==> src/rtl/serial_pkg.sv <==
// rtl/serial_pkg.sv - shared serial link constants: FSM states, default divider, baud mode codes
//
// Purpose : constants and one helper shared by the serial transmit and receive paths.
// Contents: state_t     - transmitter frame state encoding
//           DEF_BIT_DIV - clocks per bit at 38400 baud from 50 MHz
//           MODE_*      - 2-bit baud select codes, common to TX and RX
//           bit_period  - clocks per bit for a given divider and mode
package serial_pkg;

    typedef enum logic [1:0] {
        ST_IDLE  = 2'd0,
        ST_START = 2'd1,
        ST_DATA  = 2'd2,
        ST_STOP  = 2'd3
    } state_t;

    localparam int DEF_BIT_DIV = 1302;

    localparam logic [1:0] MODE_38400 = 2'd0;
    localparam logic [1:0] MODE_19200 = 2'd1;
    localparam logic [1:0] MODE_9600  = 2'd2;
    localparam logic [1:0] MODE_4800  = 2'd3;

    // Each mode step halves the baud rate, so the period doubles.
    function automatic int unsigned bit_period(input int unsigned div, input logic [1:0] mode);
        return div << mode;
    endfunction

endpackage

==> src/rtl/serial_tx_tick.sv <==
// rtl/serial_tx_tick.sv - enable-gated bit-period counter emitting a one-clock end-of-bit pulse
//
// Purpose : counts 0..period-1 while enabled and pulses tick on the last count.
// Ports   : clk    - system clock, rising edge
//           rst_n  - asynchronous active-low reset
//           en     - count enable (frame in progress)
//           clear  - synchronous restart of the count at 0; wins over en
//           period - bit period in clocks (>= 2)
//           tick   - high for the single clock where count == period-1
module serial_tx_tick #(
    parameter int CW = 16
) (
    input  logic          clk,
    input  logic          rst_n,
    input  logic          en,
    input  logic          clear,
    input  logic [CW-1:0] period,
    output logic          tick
);

    localparam logic [CW-1:0] ONE = CW'(1);

    logic [CW-1:0] cnt_q;
    logic [CW-1:0] cnt_d;

    assign tick = en && (cnt_q == (period - ONE));

    always_comb begin
        cnt_d = cnt_q;
        if (clear) begin
            cnt_d = '0;
        end else if (en) begin
            // Wrap on the last count so the next bit starts at 0 without a gap.
            cnt_d = tick ? '0 : (cnt_q + ONE);
        end
    end

    always_ff @(posedge clk or negedge rst_n) begin
        if (!rst_n) begin
            cnt_q <= '0;
        end else begin
            cnt_q <= cnt_d;
        end
    end

endmodule

==> src/rtl/serial_tx.sv <==
// rtl/serial_tx.sv - UART transmitter: 8N1/8N2 LSB-first frames from a valid/ready byte input
//
// Purpose : accepts one byte per dvalid/dready handshake and serialises it on txd as
//           start bit (0), d0..d7, STOP_BITS stop bits (1). Bit period is BIT_DIV << mode,
//           with mode captured at accept and held for the whole frame.
// Ports   : clk    - system clock, rising edge
//           rst_n  - asynchronous active-low reset
//           mode   - baud select, 0..3 = 38400/19200/9600/4800 at 50 MHz
//           din    - byte to send
//           dvalid - din is valid
//           dready - block can accept a byte this cycle (registered)
//           txd    - serial output, idles high (registered)
//           busy   - frame in progress (registered)
module serial_tx
    import serial_pkg::*;
#(
    parameter int BIT_DIV   = DEF_BIT_DIV,
    parameter int STOP_BITS = 1,
    parameter int CW        = 16
) (
    input  logic       clk,
    input  logic       rst_n,
    input  logic [1:0] mode,
    input  logic [7:0] din,
    input  logic       dvalid,
    output logic       dready,
    output logic       txd,
    output logic       busy
);

    // The stop counter is one bit wide; with two stop bits the second one is index 1.
    localparam logic LAST_STOP = (STOP_BITS == 2);

    state_t        state_q, state_d;
    logic    [7:0] shreg_q, shreg_d;
    logic    [2:0] bit_idx_q, bit_idx_d;
    logic          stop_cnt_q, stop_cnt_d;
    logic    [1:0] mode_q, mode_d;
    logic          txd_q, txd_d;
    logic          dready_q, dready_d;
    logic          busy_q, busy_d;

    logic          accept;
    logic          tick;
    logic [CW-1:0] period;

    // dready_q is low for the first cycle after reset, so a byte presented then is ignored.
    assign accept = (state_q == ST_IDLE) && dready_q && dvalid;
    assign period = CW'(bit_period(BIT_DIV, mode_q));

    serial_tx_tick #(
        .CW(CW)
    ) u_tick (
        .clk    (clk),
        .rst_n  (rst_n),
        .en     (state_q != ST_IDLE),
        .clear  (accept),
        .period (period),
        .tick   (tick)
    );

    always_comb begin
        state_d    = state_q;
        shreg_d    = shreg_q;
        bit_idx_d  = bit_idx_q;
        stop_cnt_d = stop_cnt_q;
        mode_d     = mode_q;

        unique case (state_q)
            ST_IDLE: begin
                if (accept) begin
                    shreg_d    = din;
                    mode_d     = mode;
                    bit_idx_d  = 3'd0;
                    stop_cnt_d = 1'b0;
                    state_d    = ST_START;
                end
            end
            ST_START: begin
                if (tick) begin
                    bit_idx_d = 3'd0;
                    state_d   = ST_DATA;
                end
            end
            ST_DATA: begin
                if (tick) begin
                    shreg_d   = {1'b0, shreg_q[7:1]};
                    bit_idx_d = bit_idx_q + 3'd1;
                    if (bit_idx_q == 3'd7) begin
                        stop_cnt_d = 1'b0;
                        state_d    = ST_STOP;
                    end
                end
            end
            ST_STOP: begin
                if (tick) begin
                    if (stop_cnt_q == LAST_STOP) begin
                        state_d = ST_IDLE;
                    end else begin
                        stop_cnt_d = stop_cnt_q + 1'b1;
                    end
                end
            end
            default: begin
                state_d = ST_IDLE;
            end
        endcase

        // Outputs are decoded from the next state so they register in step with it;
        // this puts the start bit in the cycle right after the accept edge.
        txd_d    = 1'b1;
        dready_d = 1'b0;
        busy_d   = 1'b1;
        unique case (state_d)
            ST_IDLE: begin
                dready_d = 1'b1;
                busy_d   = 1'b0;
            end
            ST_START: txd_d = 1'b0;
            ST_DATA:  txd_d = shreg_d[0];
            ST_STOP:  txd_d = 1'b1;
            default:  txd_d = 1'b1;
        endcase
    end

    always_ff @(posedge clk or negedge rst_n) begin
        if (!rst_n) begin
            state_q    <= ST_IDLE;
            shreg_q    <= 8'h00;
            bit_idx_q  <= 3'd0;
            stop_cnt_q <= 1'b0;
            mode_q     <= MODE_38400;
            txd_q      <= 1'b1;
            dready_q   <= 1'b0;
            busy_q     <= 1'b0;
        end else begin
            state_q    <= state_d;
            shreg_q    <= shreg_d;
            bit_idx_q  <= bit_idx_d;
            stop_cnt_q <= stop_cnt_d;
            mode_q     <= mode_d;
            txd_q      <= txd_d;
            dready_q   <= dready_d;
            busy_q     <= busy_d;
        end
    end

    assign txd    = txd_q;
    assign dready = dready_q;
    assign busy   = busy_q;

endmodule
==> config.mk <==
export PLATFORM = sky130hd
export DESIGN_NAME = serial_tx
export DESIGN_NICKNAME = d
export VERILOG_FILES = /design/src/rtl/serial_pkg.sv /design/src/rtl/serial_tx_tick.sv /design/src/rtl/serial_tx.sv
export SDC_FILE = /design/constraint.sdc
export NUM_CORES = 1
export LEC_CHECK = 0
export BUFFER_PORTS_ARGS = -buffer_cell sky130_fd_sc_hd__clkbuf_2
export CAP_MARGIN = 10
export CELL_PAD_IN_SITES_DETAIL_PLACEMENT = 0
export CELL_PAD_IN_SITES_GLOBAL_PLACEMENT = 1
export CORE_UTILIZATION = 47
export DETAILED_ROUTE_END_ITERATION = 7
export HOLD_SLACK_MARGIN = 0.03
export PLACE_DENSITY = 0.76
export SYNTH_ARGS = -nofsm -noshare
export SYNTH_HDL_FRONTEND = slang
export SYNTH_HIERARCHICAL = 1
export SYNTH_SLANG_ARGS = --single-unit
==> constraint.sdc <==
create_clock -name clk -period 4.65 [get_ports clk]
set_input_delay 0.465 -clock clk [delete_from_list [all_inputs] [get_ports clk]]
set_output_delay 0.465 -clock clk [all_outputs]
set_load 0.05 [all_outputs]
==> results.cfg <==
[yosys]
synth-edff-count = 0
synth_seq_cells = 34
syn_inst = 286
ys_seq_area_share_pct = 32.5
yosysWarnings = 6
synth.top_cell.area_share_pct = 31.5
ys_types = 64
synth_area_per_cell_um2 = 9.17
async_reset_ff_share_pct = 100
yosys-top-cells-area = dfrtp_1 31%, nor4_1 4.5%, xnor2_1 4.3%, ha_1 4.3%, a22o_1 4.0%
synth_top_area_cell = dfrtp_1
ys.flop_type = dfrtp_1
mappedNetlistArea_mm2 = 0.00262

[floorplanning]
num_io_pins = 16
rows = 26
die_h_um = 76.7
die_w_um = 76.7
coreArea_mm2 = 0.00524
initial_core_util_pct = 50.1
die-area_mm2 = 0.00588

[global_route]
grt_util_all_layers_pct = 21.7
grt_pass1_wl_mm = 10.2
grt_max_degree = 35
grt_overflow_total = 0
antenna_found_initial = 0
grt_pass1_vias = 2176

[timing]
post-route-period-util_pct = 84.9
finalSetupViolCount = 0
tns_ps = 0
layout_min_cycle_time_ps = 3950
fin_skew_ps = 3.87
max_freq_mhz = 253
hold_viol_final = 0
worstMarginPinSlew_ps = 875
rsz0062_at_grt = false
holdWs_ps = 277
max-slew-margin-rel_pct = 41.7
slew_violations = 0
worst_slack_ps = 703

[setup_path]
worstPathRequired_ps = 4830
worstSetupEndpointType = flop
rr_endpoint = shreg_q[6]
crit_end = shreg_q[6]
arrival_ps = 4130
cp_max_fo = 13
worst_r2r_startpoint = mode_q[0]
startpoint = mode_q[0]
ff2ff_path_depth = 11
r2r_setup_slack_ps = 700
path_class = reg2reg
start_kind = flop

[detailed_routing]
finalWirelength_mm = 5.80
first_pass_iters = 4
met2_length_mm = 2.91
met3_length_um = 159
drc_errors = 0
drt-met1-wl_mm = 2.65
drt-initial-drc-count = 142
avgRoutedWirePerCell_um = 15.6
dr.max_layer_used = met4
viasPerCell = 5.81
ant_nets = 0
via_count = 2163

[power_and_ir_drop]
clkPwrFrac_pct = 16.7
p_total_mw = 1.43
p_int_mw = 0.779
power_density_mw_per_mm2 = 515
ir_worst_vdd_mv = 0.249
swShare_pct = 45.7
combPwrFrac_pct = 50.5
pwr-share-seq_pct = 32.8
leakagePower_nw = 1.20
p_switching_mw = 0.656

[clock_tree]
insertion_delay_ps = 290
cts-root-buf = clkbuf_8
cts_tree = yes
cts_sinks = 34
numCtsBuffers = 5
cts_setup_buffers = 0
hold_buffers = 0
clk_pin_slew_worst_paths_ps = 80
cts_resized = 0
htree_levels = 2
clock_path_buffers = 2

[placed_design]
placed_area_mm2 = 0.00269
port_buffers = 15
place_congestion = 0.759
dp_hpwl_mm = 4.13
dp_cells = 364
dp_slack_ps = 715

[job]
maxCapViolCount = 0

[cells_and_area]
layout.nets = 323
drive_gt1_share_pct = 14.2
utilization_pct = 53.2
area_delta_synth_final_pct = 6.15
diodes = 0
final_cell_area_mm2 = 0.00278
fin_cells = 372

[outcome]
status = complete, no violations

[hold_path]
hold_path.class = in2async
## flip-flops by register name (all words and copies together), names as in the netlist
register      flops
bit_idx_q         3
mode_q            2
busy              1
txd               1
state_q           2
shreg_q           8
dready            1
u_tick/cnt_q     16
## placed cells by master (no fill, tap or decap), types with 7 or more instances in the layout
cell type and instances:
o21ai_0 12, inv_1 10, xor2_1 7, conb_1 8
nor2_1 18, nand3_1 13, clkbuf_2 15, nor3_1 10
xnor2_1 13, dfrtp_1 33, ha_1 9, a22o_1 12
a21oi_1 7, nor4_1 19, nand2_1 19
## synthesized netlist by cell type, types with 2 or more instances
cell type and count:
a31oi_1 3, and2_1 2, o311ai_0 3, buf_2 5
a21o_1 6, nor2_1 18, nand4_1 3, nor2b_1 5
a21oi_1 7, nor4_1 19, nand3b_1 4, clkbuf_1 6
o211a_1 2, nor4b_1 2, dfrtp_1 33, xor2_1 7
xnor2_1 13, mux2_2 2, or4_1 3, o21ai_0 12
inv_1 10, or2_2 2, nor3_1 10, o311ai_1 2
and3b_1 2, nand3_1 13, a22o_1 12, and3_1 6
ha_1 9, and4_1 2, nand2b_1 6, clkbuf_8 2
o31a_2 2, nand2_1 19, mux2i_1 5
## worst max-delay path, cell delays in order, from the launching register on
cell and delay, ps:
dfrtp_1 590, inv_1 270, ha_1 360, or4_4 590
or3_4 400, a2111oi_4 360, nand4_2 200, nor3_1 220
buf_4 190, and3b_1 370, nor2_4 100, a21o_1 190
## power by group through the flow
stage                     combinational [mW]  clock (mW)  sequential (mW)
final                                  0.725       0.239            0.471
after global routing                   0.812       0.258            0.487
after CTS                              0.726       0.249            0.471
after detailed placement               0.723           0            0.477
after floorplan                        0.605           0            0.469
after global placement                 0.717           0            0.475
## cells by family after synthesis
kind of cell    Yosys count  share of synthesized area [%]
compound gates           60                           17.9
xor+xnor                 20                           6.68
fa+ha+maj                 9                           4.29
buf+inv                  28                           7.25
flops                    34                           32.5
mux                       7                           2.77
other cells               1                          0.143
simple gates            127                           28.4
## worst min path at each step
| stage | end | cells after the start |
|---|---|---|
| detailed placement | shreg_q[4] | 1 |
| global route | u_tick/cnt_q[14] | 1 |
| CTS | u_tick/cnt_q[14] | 1 |
| global placement | shreg_q[2] | 1 |
| floorplan | bit_idx_q[0] | 0 |
| finish | u_tick/cnt_q[9] | 1 |
## per-layer routing
metal	track usage, %	vias up
li1	-	1078
met1	26.8	1048
met2	38.3	28
met3	3.21	9
met4	7.12	0
met5	0	-
## cell type report
| cell class | count | area (um^2) |
|---|---|---|
| fillers | 513 | 2450 |
| multi-input cells | 231 | 1610 |
| flip-flops and latches | 34 | 852 |
| repair buffers | 19 | 105 |
| well taps | 70 | 87.6 |
| clock buffers | 6 | 82.6 |
| inverters | 10 | 37.5 |
| clock inverters | 2 | 12.5 |
No activity file was read; power rests on OpenSTA's default activity.
